`src/rtl/ysyx_24110006_arbiter.sv`:
```
// Fixed-priority AXI4 arbiter: LSU write > LSU read > IFU read onto one
// memory master port, with a sticky response-timeout flag.
module ysyx_24110006_arbiter #(
   parameter logic [15:0] TIMEOUT = 16'd4095
) (
   input  logic        i_clock,
   input  logic        i_reset,

   input  logic [31:0] i_ifu_araddr,
   input  logic        i_ifu_arvalid,
   input  logic [3:0]  i_ifu_arid,
   input  logic [7:0]  i_ifu_arlen,
   input  logic [2:0]  i_ifu_arsize,
   input  logic [1:0]  i_ifu_arburst,
   output logic        o_ifu_arready,
   output logic [31:0] o_ifu_rdata,
   output logic [1:0]  o_ifu_rresp,
   output logic        o_ifu_rvalid,
   output logic        o_ifu_rlast,
   output logic [3:0]  o_ifu_rid,
   input  logic        i_ifu_rready,

   input  logic [31:0] i_lsu_araddr,
   input  logic        i_lsu_arvalid,
   input  logic [3:0]  i_lsu_arid,
   input  logic [7:0]  i_lsu_arlen,
   input  logic [2:0]  i_lsu_arsize,
   input  logic [1:0]  i_lsu_arburst,
   output logic        o_lsu_arready,
   output logic [31:0] o_lsu_rdata,
   output logic [1:0]  o_lsu_rresp,
   output logic        o_lsu_rvalid,
   output logic        o_lsu_rlast,
   output logic [3:0]  o_lsu_rid,
   input  logic        i_lsu_rready,

   input  logic [31:0] i_lsu_awaddr,
   input  logic        i_lsu_awvalid,
   input  logic [3:0]  i_lsu_awid,
   input  logic [7:0]  i_lsu_awlen,
   input  logic [2:0]  i_lsu_awsize,
   input  logic [1:0]  i_lsu_awburst,
   output logic        o_lsu_awready,
   input  logic [31:0] i_lsu_wdata,
   input  logic [3:0]  i_lsu_wstrb,
   input  logic        i_lsu_wvalid,
   input  logic        i_lsu_wlast,
   output logic        o_lsu_wready,
   output logic [1:0]  o_lsu_bresp,
   output logic        o_lsu_bvalid,
   output logic [3:0]  o_lsu_bid,
   input  logic        i_lsu_bready,

   output logic [31:0] o_axi_araddr,
   output logic        o_axi_arvalid,
   output logic [3:0]  o_axi_arid,
   output logic [7:0]  o_axi_arlen,
   output logic [2:0]  o_axi_arsize,
   output logic [1:0]  o_axi_arburst,
   input  logic        i_axi_arready,
   input  logic [31:0] i_axi_rdata,
   input  logic [1:0]  i_axi_rresp,
   input  logic        i_axi_rvalid,
   input  logic        i_axi_rlast,
   input  logic [3:0]  i_axi_rid,
   output logic        o_axi_rready,
   output logic [31:0] o_axi_awaddr,
   output logic        o_axi_awvalid,
   output logic [3:0]  o_axi_awid,
   output logic [7:0]  o_axi_awlen,
   output logic [2:0]  o_axi_awsize,
   output logic [1:0]  o_axi_awburst,
   input  logic        i_axi_awready,
   output logic [31:0] o_axi_wdata,
   output logic [3:0]  o_axi_wstrb,
   output logic        o_axi_wvalid,
   output logic        o_axi_wlast,
   input  logic        i_axi_wready,
   input  logic [1:0]  i_axi_bresp,
   input  logic        i_axi_bvalid,
   input  logic [3:0]  i_axi_bid,
   output logic        o_axi_bready,

   output logic        o_timeout
);

   typedef enum logic [1:0] {IDLE, IFU_RD, LSU_RD, LSU_WR} state_e;

   state_e      state_q, state_d;
   logic [15:0] cnt_q, cnt_d;
   logic        timeout_q, timeout_d;
   logic        lsu_sel;

   // Payloads are steered by state; only the valids/readies are gated.
   assign lsu_sel       = (state_q == LSU_RD);
   assign o_axi_araddr  = lsu_sel ? i_lsu_araddr  : i_ifu_araddr;
   assign o_axi_arid    = lsu_sel ? i_lsu_arid    : i_ifu_arid;
   assign o_axi_arlen   = lsu_sel ? i_lsu_arlen   : i_ifu_arlen;
   assign o_axi_arsize  = lsu_sel ? i_lsu_arsize  : i_ifu_arsize;
   assign o_axi_arburst = lsu_sel ? i_lsu_arburst : i_ifu_arburst;

   assign o_axi_awaddr  = i_lsu_awaddr;
   assign o_axi_awid    = i_lsu_awid;
   assign o_axi_awlen   = i_lsu_awlen;
   assign o_axi_awsize  = i_lsu_awsize;
   assign o_axi_awburst = i_lsu_awburst;
   assign o_axi_wdata   = i_lsu_wdata;
   assign o_axi_wstrb   = i_lsu_wstrb;
   assign o_axi_wlast   = i_lsu_wlast;

   assign o_ifu_rdata = i_axi_rdata;
   assign o_ifu_rresp = i_axi_rresp;
   assign o_ifu_rlast = i_axi_rlast;
   assign o_ifu_rid   = i_axi_rid;
   assign o_lsu_rdata = i_axi_rdata;
   assign o_lsu_rresp = i_axi_rresp;
   assign o_lsu_rlast = i_axi_rlast;
   assign o_lsu_rid   = i_axi_rid;
   assign o_lsu_bresp = i_axi_bresp;
   assign o_lsu_bid   = i_axi_bid;

   assign o_timeout = timeout_q;

   always_comb begin
      o_ifu_arready = 1'b0;
      o_ifu_rvalid  = 1'b0;
      o_lsu_arready = 1'b0;
      o_lsu_rvalid  = 1'b0;
      o_lsu_awready = 1'b0;
      o_lsu_wready  = 1'b0;
      o_lsu_bvalid  = 1'b0;
      o_axi_arvalid = 1'b0;
      o_axi_rready  = 1'b0;
      o_axi_awvalid = 1'b0;
      o_axi_wvalid  = 1'b0;
      o_axi_bready  = 1'b0;
      unique case (state_q)
         IDLE: ;
         IFU_RD: begin
            o_axi_arvalid = i_ifu_arvalid;
            o_ifu_arready = i_axi_arready;
            o_ifu_rvalid  = i_axi_rvalid;
            o_axi_rready  = i_ifu_rready;
         end
         LSU_RD: begin
            o_axi_arvalid = i_lsu_arvalid;
            o_lsu_arready = i_axi_arready;
            o_lsu_rvalid  = i_axi_rvalid;
            o_axi_rready  = i_lsu_rready;
         end
         LSU_WR: begin
            o_axi_awvalid = i_lsu_awvalid;
            o_lsu_awready = i_axi_awready;
            o_axi_wvalid  = i_lsu_wvalid;
            o_lsu_wready  = i_axi_wready;
            o_lsu_bvalid  = i_axi_bvalid;
            o_axi_bready  = i_lsu_bready;
         end
      endcase
   end

   always_comb begin
      state_d = state_q;
      unique case (state_q)
         IDLE: begin
            priority case (1'b1)
               i_lsu_awvalid: state_d = LSU_WR;
               i_lsu_arvalid: state_d = LSU_RD;
               i_ifu_arvalid: state_d = IFU_RD;
               default:       state_d = IDLE;
            endcase
         end
         IFU_RD, LSU_RD: begin
            if (i_axi_rvalid && o_axi_rready && i_axi_rlast)
               state_d = IDLE;
         end
         LSU_WR: begin
            if (i_axi_bvalid && i_lsu_bready)
               state_d = IDLE;
         end
      endcase
   end

   always_comb begin
      cnt_d = cnt_q;
      if (state_q == IDLE)
         cnt_d = 16'd0;
      else if (cnt_q != 16'hFFFF)
         cnt_d = cnt_q + 16'd1;
      timeout_d = timeout_q |
                  ((state_q != IDLE) && (cnt_d == TIMEOUT));
   end

   always_ff @(posedge i_clock or negedge i_reset) begin
      if (!i_reset) begin
         state_q   <= IDLE;
         cnt_q     <= 16'd0;
         timeout_q <= 1'b0;
      end else begin
         state_q   <= state_d;
         cnt_q     <= cnt_d;
         timeout_q <= timeout_d;
      end
   end

endmodule

```
`config.mk`:
```
export PLATFORM = sky130hd
export DESIGN_NAME = ysyx_24110006_arbiter
export DESIGN_NICKNAME = d
export VERILOG_FILES = /design/src/rtl/ysyx_24110006_arbiter.sv
export SDC_FILE = /design/constraint.sdc
export NUM_CORES = 1
export LEC_CHECK = 0
export ABC_AREA = 0
export ABC_CLOCK_PERIOD_IN_PS = 2290
export BUFFER_PORTS_ARGS = -buffer_cell sky130_fd_sc_hd__buf_4
export CORE_AREA = 2 2 185 187
export DETAILED_ROUTE_END_ITERATION = 6
export DIE_AREA = 0 0 187 189
export SYNTH_ARGS = -nofsm -noshare
export SYNTH_HDL_FRONTEND = slang
export SYNTH_SLANG_ARGS = --single-unit
```
`constraint.sdc`:
```
create_clock -name i_clock -period 2.29 [get_ports i_clock]
set_clock_uncertainty 0.15 [all_clocks]
set_input_delay 0.229 -clock i_clock [delete_from_list [all_inputs] [get_ports i_clock]]
set_output_delay 0.229 -clock i_clock [all_outputs]
set_load 0.02 [all_outputs]
```
==> metrics.yaml, run 1 <==
outcome:
  outcome: "complete, no violations"
critical_path:
  worst_path_dominant_cell_family: "buffers and inverters"
  worstSetupPathDepth: 5
  rr_startpoint: "cnt_q[1]$_DFF_PN0_"
  slowest_delay_ns: 0.41
  worst-r2r-setup-slack_ns: 0.10
  critPathKind: "reg -> out"
  cp-end-kind: "output pin"
  r2r_cells: 7
  slowest_stage: "dfrtp_1"
  worstPathMaxFanout: 53
  worst_ep_required_time_ns: 1.91
  r2r_end: "o_timeout$_DFF_PN0_"
  crit_chain: "inv_1 -> ha_2 -> buf_12 -> mux2_2 -> buf_4"
  crit_buf_inv: 3
  cp-start-kind: "flop"
  critPathArrivalTime_ns: 1.81
timing:
  worstMarginPinSlew_ns: 0.492
  finalMaxSlewViolations: 0
  period_needed_ns: 2.19
  setup_viol: 0
  hold_viol_final: 0
  timing.final.ws_setup_ns: 0.101
  max_freq_mhz: 457
  finalCritPeriodShare_pct: 95.6
  relSlewSlack_pct: 67.2
global_routing:
  grt_max_degree: 54
  grt_use_total_pct: 6.17
  grt_antenna_before_repair: 1
  gr-total-overflow: 0
  grt_pass1_vias: 2532
  grt_pass1_wl_um: 16000
clock_network:
  cts-root-buf: "clkbuf_16"
  post_cts_buffers: 0
  cts_max_path_buffers: 2
  cts_tree: "done"
  clkSinkCount: 19
  cts_buffers: 3
  h-tree-depth: 1
  path_clk_slew_ns: 0.05
  insertion_delay_ns: 0.26
synth:
  synth_area_um2: 3070
  ys_async_sr_fraction_pct: 100
  yosysUniqueCellTypes: 40
  synth_top_area_cell: "buf_4"
  synthCells: 362
  yosysSeqAreaShare_pct: 15.5
  synth_top_cells_by_area: "buf_4, mux2_2, dfrtp_1, and2_1, ha_1"
  synth_seq_cells: 19
  ys_warn_count: 0
  syn_area_per_cell_um2: 8.47
  synth_top_area_share_pct: 41.6
  synth_ff_type: "dfrtp_1"
  synth_nets: 610
  synth_edf_count: 0
die:
  die_h_um: 189
  die-width_um: 187
  die-area_um2: 35300
  ios: 475
  core_area_um2: 33300
  std_cell_rows: 67
  floorplan.initialDensity_pct: 9.21
place:
  numPlacedInstances: 821
  place_ws_ns: 0.0433
  hpwlAfterDp_um: 10200
  io_buffers: 176
  globalplace.congestion: 0.811
hold_path:
  whs_endpoint: "state_q[1]$_DFFE_PN0P_"
  worstHoldPathType: "in -> reg"
  min_from: "i_lsu_awvalid"
  hold_depth: 3
routing:
  via_count: 2453
  viasPerCell: 2.97
  drt-total-wl_um: 11300
  drc: 0
  antenna_left: 0
  firstDrtPassIters: 6
  drtIter0Drc: 43
  wire_per_inst_um: 13.7
power_and_ir_drop:
  power_density_nw_per_um2: 717
  p_leak_nw: 1.64
  irDropWorstVdd_uv: 287
finish:
  final_nets: 627
  area_delta_synth_final_pct: 26.3
  diodes: 0
  drive_gt1_share_pct: 66.9
  final_cells: 826
flow_run:
  drv_cap: 0
==> registers in the layout, summed over array words and instances, names as in the netlist <==
name and count:
cnt_q 16, state_q 2, o_timeout 1
==> power by group <==
group / internal, W / leakage [nW] / switching (W) / total (W)
Combinational: 0.000963 / 1.34 / 0.00103 / 0.00200
Sequential: 0.000377 / 0.259 / 0.0000394 / 0.000416
Clock: 0.000237 / 0.0382 / 0.000128 / 0.000366
Total: 0.00158 / 1.64 / 0.00120 / 0.00278
==> synthesized netlist by cell type (all sizes together) (2+ instances only) <==
| library cell | count |
|---|---|
| dfrtp | 19 |
| clkbuf | 9 |
| nand3 | 4 |
| a22oi | 2 |
| a211oi | 2 |
| mux2i | 2 |
| xor2 | 5 |
| xnor2 | 4 |
| nor2 | 15 |
| nor3 | 9 |
| and2 | 10 |
| buf | 171 |
| ha | 5 |
| nor4 | 3 |
| inv | 3 |
| a31oi | 4 |
| nand2 | 15 |
| o21ai | 6 |
| nor2b | 3 |
| nand4 | 6 |
| a21oi | 3 |
| mux2 | 49 |
==> final cells by class <==
class / instances / area [um2]
clock buffers: 4 / 78.8
fillers: 3864 / 29400
inverters: 3 / 11.3
multi-input cells: 160 / 1290
flip-flops and latches: 19 / 477
well taps: 448 / 561
repair buffers: 192 / 1460
==> stage by stage <==
step	TNS (ns)	instance area, um2	utilization [%]	power, W	hold WS (ns)
2_1_floorplan	0	3080	-	0.00199	-0.217
3_3_place_gp	0	3770	11.3	0.00244	-0.0253
3_5_place_dp	0	3770	11.3	0.00246	-0.0251
4_1_cts	0	3860	11.6	0.00283	0.151
5_1_grt	-0.0143	3870	11.6	0.00295	0.175
6_report	0	3870	11.6	0.00278	0.149
==> timing repair <==
action                                  CTS  global route
hold buffers                              1             0
endpoints found under the setup margin    0             1
resized for setup                         0             2
hold endpoints to repair                 19             0
==> layer usage <==
layer  up-vias  GRT usage, %  share of wire, %
li1       1072             -                 -
met1      1086          5.40                30
met2       282          10.9                51
met3        11          4.76                18
met4         2          1.31              0.80
met5         -          2.06              0.63
==> cell families after synthesis <==
| group | share of synthesized area (%) |
|---|---|
| flip-flops | 15.5 |
| XOR/XNOR | 2.57 |
| multiplexers | 18.7 |
| buffers and inverters | 43.3 |
| AND/OR/NAND/NOR | 12.9 |
| AO/OA/AOI/OAI | 5.06 |
| adder cells (fa/ha/maj) | 2.04 |
==> layout by cell type (no fill, tap or decap), drive strengths merged <==
cell and count:
o21a 1, dlygate4sd3 1, a31oi 4, and4 1, mux2i 2, a211oi 2, nand3 4, o21ai 6
clkbuf 4, nand2 15, nor3b 1, or4 1, xnor2 4, inv 3, nor2b 3, xor2 5
nor3 9, nor4b 1, o21bai 1, mux2 49, or3 1, o31ai 1, ha 5, buf 191
dfrtp 19, a22oi 2, a32oi 1, nor4 3, nand3b 1, a21oi 3, nor2 15, and2 10
nand4 6, a41o 1, and3 1, o2111ai 1
==> worst max-delay path by stage <==
stage	from	end
finish	state_q[0]$_DFFE_PN0P_	o_axi_arburst[0]
global route	cnt_q[12]$_DFF_PN0_	o_timeout$_DFF_PN0_
CTS	cnt_q[1]$_DFF_PN0_	o_timeout$_DFF_PN0_
detailed placement	cnt_q[1]$_DFF_PN0_	o_timeout$_DFF_PN0_
global placement	cnt_q[12]$_DFF_PN0_	o_timeout$_DFF_PN0_
floorplan	cnt_q[1]$_DFF_PN0_	o_timeout$_DFF_PN0_
==> worst reg2reg max path, cell delays in order (launching register included) <==
cell and delay (ns):
dfrtp_1 0.41, ha_4 0.16, nand3_1 0.14, or4_4 0.44
a211oi_2 0.21, o2111ai_1 0.16, nor4b_2 0.26, a41o_1 0.21
Power figures use the tool's default switching activity.
==> inputs of run 2 (changes only) <==
--- a/config.mk
+++ b/config.mk
@@ -11,6 +11,7 @@
 export CORE_AREA = 2 2 185 187
 export DETAILED_ROUTE_END_ITERATION = 6
 export DIE_AREA = 0 0 187 189
+export REMOVE_ABC_BUFFERS = 1
 export SYNTH_ARGS = -nofsm -noshare
 export SYNTH_HDL_FRONTEND = slang
 export SYNTH_SLANG_ARGS = --single-unit
==> metrics.yaml, run 2 (synthesis results as in run 1) <==
outcome:
  outcome: "complete, no violations"  # unchanged
critical_path:
  worstPathMaxFanout: 25  # was 53
  crit_chain: "inv_1 -> ha_2 -> buf_12 -> mux2_2 -> buf_4"  # unchanged
  worst_ep_required_time_ns: 1.91  # about the same
  critPathKind: "reg -> out"  # unchanged
  slowest_stage: "dfrtp_1"  # unchanged
  cp-start-kind: "flop"  # unchanged
  slowest_delay_ns: 0.42  # was 0.41 ns
  critPathArrivalTime_ns: 1.85  # was 1.81 ns
  cp-end-kind: "output pin"  # unchanged
global_routing:
  grt_max_degree: 50  # was 54
  grt_antenna_before_repair: 1  # unchanged
  gr-total-overflow: 0  # unchanged
  grt_pass1_vias: 2965  # was 2,532
  grt_pass1_wl_um: 39800  # was 16,000 um
  grt_use_total_pct: 18.2  # was 6.17%
clock_network:
  insertion_delay_ns: 0.25  # was 0.26 ns
  cts_buffers: 3  # unchanged
  clkSinkCount: 19  # unchanged
  cts_max_path_buffers: 2  # unchanged
  path_clk_slew_ns: 0.05  # about the same
  cts_tree: "done"  # unchanged
  cts-root-buf: "clkbuf_16"  # unchanged
  h-tree-depth: 1  # unchanged
  post_cts_buffers: 0  # unchanged
die:
  ios: 475  # unchanged
  die-area_um2: 35300  # unchanged
  die_h_um: 189  # unchanged
  std_cell_rows: 67  # unchanged
  floorplan.initialDensity_pct: 9.21  # unchanged
  die-width_um: 187  # unchanged
  core_area_um2: 33300  # unchanged
finish:
  layout.cells.most_common: "buf_4"  # unchanged
  largest_reg_flops: 16  # unchanged
  final_nets: 632  # was 627
  drive_gt1_share_pct: 67.9  # was 66.9%
  postLayoutCoreUtil_pct: 11.9  # was 11.6%
  area_delta_synth_final_pct: 28.7  # was 26.3%
  n_fill_cell: 3843  # was 3,864
  top_register: "cnt_q"  # unchanged
  final_area_um2: 3950  # was 3870 um2
  layout_common_cells: "buf_4, mux2_2, dfrtp_1"  # unchanged
  diodes: 0  # unchanged
routing:
  drt-total-wl_um: 33500  # was 11,300 um
  drtIter0Drc: 130  # was 43
  drc: 0  # unchanged
  via_count: 2860  # was 2,453
  antenna_left: 0  # unchanged
  firstDrtPassIters: 7  # was 6
  viasPerCell: 3.44  # was 2.97
  wire_per_inst_um: 40.3  # was 13.7 um
place:
  io_buffers: 176  # unchanged
  hpwlAfterDp_um: 30800  # was 10,200 um
  globalplace.congestion: 0.875  # was 0.811
  place_area_um2: 3790  # was 3770 um2
power_and_ir_drop:
  combPwrFrac_pct: 73.6  # was 71.9%
  power_switching_w: 0.00128  # was 0.00120 W
  p_clk_share_pct: 12.4  # was 13.2%
  irDropWorstVdd_uv: 384  # was 287 uV
  p_int_w: 0.00163  # was 0.00158 W
  swShare_pct: 44.0  # was 43.2%
  p_seq_share_pct: 14.0  # was 15.0%
  p_leak_nw: 1.68  # was 1.64 nW
  power_density_nw_per_um2: 738  # was 717 nW/um2
timing:
  worstMarginPinSlew_ns: 0.587  # was 0.492 ns
  max_freq_mhz: 449  # was 457 MHz
  rsz0062_at_grt: "yes"
  finalCritPeriodShare_pct: 97.2  # was 95.6%
  relSlewSlack_pct: 60.6  # was 67.2%
  hold_viol_final: 0  # unchanged
  setup_viol: 0  # unchanged
  finalMaxSlewViolations: 0  # unchanged
  period_needed_ns: 2.22  # was 2.19 ns
hold_path:
  worstHoldPathType: "in -> reg"  # unchanged
flow_run:
  drv_cap: 0  # unchanged
[run 2: path summary, 6_finish.rpt]
path / slack (ns) / from / cells past startpoint / endpoint
worst max-delay path: 0.07 / state_q[0]$_DFFE_PN0P_ / 5 / o_axi_arsize[1]
worst min-delay path: 0.15 / i_lsu_awvalid / 3 / state_q[1]$_DFFE_PN0P_
worst max register to register: 0.08 / cnt_q[14]$_DFF_PN0_ / 6 / o_timeout$_DFF_PN0_
worst min register to register: 0.32 / o_timeout$_DFF_PN0_ / 1 / o_timeout$_DFF_PN0_
max in group asynchronous: 1.51 / i_reset / 2 / cnt_q[3]$_DFF_PN0_
min in group asynchronous: 0.27 / i_reset / 2 / cnt_q[8]$_DFF_PN0_
[run 2: metal layers]
metal | track usage, % | vias up | wire (um)
met5 | 11.1 | - | 524
li1 | - | 1082 | -
met3 | 28.0 | 31 | 11200
met4 | 3.17 | 14 | 500
met1 | 10.8 | 1174 | 6900
met2 | 28.0 | 559 | 14400
[run 2: layout make-up]
type / count / area (um2) / area share [%]
inverters: 3 / 11.3 / 0.285
multi-input cells: 160 / 1310 / 33.2
repair buffers: 197 / 1510 / 38.3
well taps: 448 / 561 / 14.2
clock buffers: 4 / 78.8 / 2.00
flip-flops and latches: 19 / 475 / 12.0
[run 2: power groups by stage]
stage          logic (W)  registers [W]  clock network, W
6_report         0.00215       0.000407          0.000361
5_1_grt          0.00228       0.000413          0.000377
3_5_place_dp     0.00209       0.000412                 0
2_1_floorplan    0.00110       0.000427                 0
3_3_place_gp     0.00208       0.000409                 0
4_1_cts          0.00210       0.000406          0.000364
[run 2: what timing repair did]
item / in CTS / in global routing
setup endpoints to repair: 2 / 30
hold endpoints to repair: 19 / 0
pin swaps: 0 / 2
gates resized for setup: 2 / 7
hold buffers: 1 / 0
cloned: 0 / 1
[run 2: through the flow]
step	total power [W]	cells	worst slack (ns)	hold WS, ns	setup TNS (ns)
4_1_cts	0.00287	830	0.00697	0.160	0
3_3_place_gp	0.00249	825	0.0827	-0.0284	0
6_report	0.00291	831	0.0650	0.153	0
5_1_grt	0.00307	831	-0.0502	0.192	-0.0517
2_1_floorplan	0.00153	182	-0.484	-0.217	-17.56
3_5_place_dp	0.00250	825	0.0770	-0.0286	0
[run 2: critical path, delay by kind of cell (launching register included)]
| family | cells | cell delay, ns |
|---|---|---|
| flip-flops | 1 | 0.42 |
| adder cells (fa/ha/maj) | 1 | 0.29 |
| buffers and inverters | 3 | 0.49 |
| multiplexers | 1 | 0.39 |
==> inputs of run 3 (changes only) <==
--- a/config.mk
+++ b/config.mk
@@ -7,7 +7,7 @@
 export LEC_CHECK = 0
 export ABC_AREA = 0
 export ABC_CLOCK_PERIOD_IN_PS = 2290
-export BUFFER_PORTS_ARGS = -buffer_cell sky130_fd_sc_hd__buf_4
+export BUFFER_PORTS_ARGS = -buffer_cell sky130_fd_sc_hd__buf_2
 export CORE_AREA = 2 2 185 187
 export DETAILED_ROUTE_END_ITERATION = 6
 export DIE_AREA = 0 0 187 189
==> metrics.yaml, run 3 (synthesis results as in run 1) <==
die:
  ios: 475  # unchanged
  die_h_um: 189  # unchanged
  std_cell_rows: 67  # unchanged
  core_area_um2: 33300  # unchanged
  floorplan.initialDensity_pct: 9.21  # unchanged
  die-width_um: 187  # unchanged
  die-area_um2: 35300  # unchanged
clock_network:
  path_clk_slew_ns: 0.06  # was 0.05 ns
  insertion_delay_ns: 0.25  # about the same
  h-tree-depth: 1  # unchanged
  clkSinkCount: 19  # unchanged
  cts-root-buf: "clkbuf_16"  # unchanged
  cts_max_path_buffers: 2  # unchanged
  cts_tree: "done"  # unchanged
  cts_buffers: 3  # unchanged
  post_cts_buffers: 0  # unchanged
power_and_ir_drop:
  p_clk_share_pct: 13.5  # was 12.4%
  power_density_nw_per_um2: 773  # was 738 nW/um2
  p_int_w: 0.00143  # was 0.00163 W
  p_leak_nw: 1.55  # was 1.68 nW
  swShare_pct: 47.1  # was 44.0%
  power_w: 0.00271  # was 0.00291 W
  p_seq_share_pct: 15.1  # was 14.0%
  combPwrFrac_pct: 71.5  # was 73.6%
  power_switching_w: 0.00128  # about the same
  irDropWorstVdd_uv: 396  # was 384 uV
routing:
  wire_per_inst_um: 39.8  # was 40.3 um
  via_count: 2833  # was 2,860
  antenna_left: 0  # unchanged
  drtIter0Drc: 157  # was 130
  drc: 0  # unchanged
  wl_met1_um: 7050  # was 6900 um
  firstDrtPassIters: 4  # was 7
  top_layer_used: "met5"  # unchanged
  dr_wl_met3_um: 11200  # about the same
  drt-total-wl_um: 33300  # was 33,500 um
  wl_met2_um: 14000  # was 14,400 um
  viasPerCell: 3.39  # was 3.44
global_routing:
  grt_antenna_before_repair: 5  # was 1
  grt_pass1_vias: 2765  # was 2,965
  grt_max_degree: 34  # was 50
  grt_use_total_pct: 18.2  # about the same
  gr-total-overflow: 0  # unchanged
  grt_pass1_wl_um: 39400  # was 39,800 um
finish:
  area_delta_synth_final_pct: 14.2  # was 28.7%
  final_nets: 633  # was 632
  layout_common_cells: "buf_2, mux2_2, dfrtp_1"  # was buf_4, mux2_2, dfrtp_1
  n_fill_cell: 3864  # was 3,843
  largest_reg_flops: 16  # unchanged
  top_register: "cnt_q"  # unchanged
  postLayoutCoreUtil_pct: 10.5  # was 11.9%
  final_cells: 835  # was 831
  layout.cells.most_common: "buf_2"  # was buf_4
  drive_gt1_share_pct: 66.9  # was 67.9%
  seqCellArea_um2: 475  # unchanged
  multi_input_area_um2: 1280  # was 1310 um2
timing:
  worstMarginPinSlew_ns: 0.589  # was 0.587 ns
  max_freq_mhz: 454  # was 449 MHz
  hold_viol_final: 0  # unchanged
  setup_viol: 0  # unchanged
  finalMaxSlewViolations: 0  # unchanged
  rsz0062_at_grt: "no"  # was yes
  finalCritPeriodShare_pct: 96.3  # was 97.2%
  timing.final.ws_setup_ns: 0.0852  # was 0.0650 ns
  period_needed_ns: 2.20  # was 2.22 ns
  relSlewSlack_pct: 60.8  # was 60.6%
  finalSetupTns_ns: 0  # unchanged
critical_path:
  worst_ep_required_time_ns: 1.91  # about the same
  worstPathMaxFanout: 17  # was 25
  cp-start-kind: "flop"  # unchanged
  critPathKind: "reg -> out"  # unchanged
  cp-end-kind: "output pin"  # unchanged
  critPathArrivalTime_ns: 1.83  # was 1.85 ns
place:
  globalplace.congestion: 0.915  # was 0.875
  numPlacedInstances: 826  # was 825
  hpwlAfterDp_um: 30600  # was 30,800 um
  place_ws_ns: 0.102  # was 0.0770 ns
  io_buffers: 176  # unchanged
flow_run:
  drv_cap: 0  # unchanged
hold_path:
  worstHoldPathType: "in -> reg"  # unchanged
outcome:
  outcome: "complete, no violations"  # unchanged
==> run 3: area by class of cell <==
class                      instances  share of cell area (%)
multi-input combinational        160                    36.6
timing repair buffer             198                    31.0
tap                              448                    16.0
sequential                        19                    13.6
clock buffer                       4                    2.25
inverter                           3                   0.322
antenna                            3                   0.214
==> run 3: metrics by stage <==
stage	area (um2)	hold slack, ns
after floorplan	1750	-0.217
after global placement	3360	0.0482
after detailed placement	3360	0.0553
after CTS	3450	0.157
after global routing	3500	0.176
final	3500	0.157
==> run 3: timing repair <==
| item | CTS | global route |
|---|---|---|
| resized for setup | 1 | 4 |
| endpoints found under the hold margin | 19 | 0 |
| endpoints found under the setup margin | 13 | 12 |
| cloned | 0 | 1 |
| hold buffers | 1 | 0 |
==> run 3: path summary, 6_finish.rpt <==
kind,start,end,slack [ns],cells past startpoint
setup / recovery,state_q[0]$_DFFE_PN0P_,o_axi_arid[0],0.09,5
hold / removal,i_lsu_awvalid,state_q[1]$_DFFE_PN0P_,0.16,3
setup reg to reg,cnt_q[0]$_DFF_PN0_,o_timeout$_DFF_PN0_,0.09,7
hold reg to reg,o_timeout$_DFF_PN0_,o_timeout$_DFF_PN0_,0.33,1
max in group asynchronous,i_reset,cnt_q[12]$_DFF_PN0_,1.32,2
min in group asynchronous,i_reset,cnt_q[8]$_DFF_PN0_,0.34,2
==> run 3: routing by layer <==
metal	GRT usage [%]	vias up
met5	7.97	-
met4	3.60	16
met3	27.9	33
met2	27.4	543
met1	11.2	1154
li1	-	1087
==> run 3: power by group through the flow <==
stage / logic [W] / clock network (W) / registers [W]
2_1_floorplan: 0.00110 / 0 / 0.000427
3_3_place_gp: 0.00184 / 0 / 0.000410
3_5_place_dp: 0.00185 / 0 / 0.000411
4_1_cts: 0.00188 / 0.000372 / 0.000407
5_1_grt: 0.00205 / 0.000399 / 0.000412
6_report: 0.00194 / 0.000365 / 0.000408
==> run 3: critical path, stage by stage (launching register included) <==
cell and delay, ns:
dfrtp_1 0.42, inv_1 0.13, ha_4 0.25, buf_12 0.18, mux2_2 0.40, buf_2 0.18
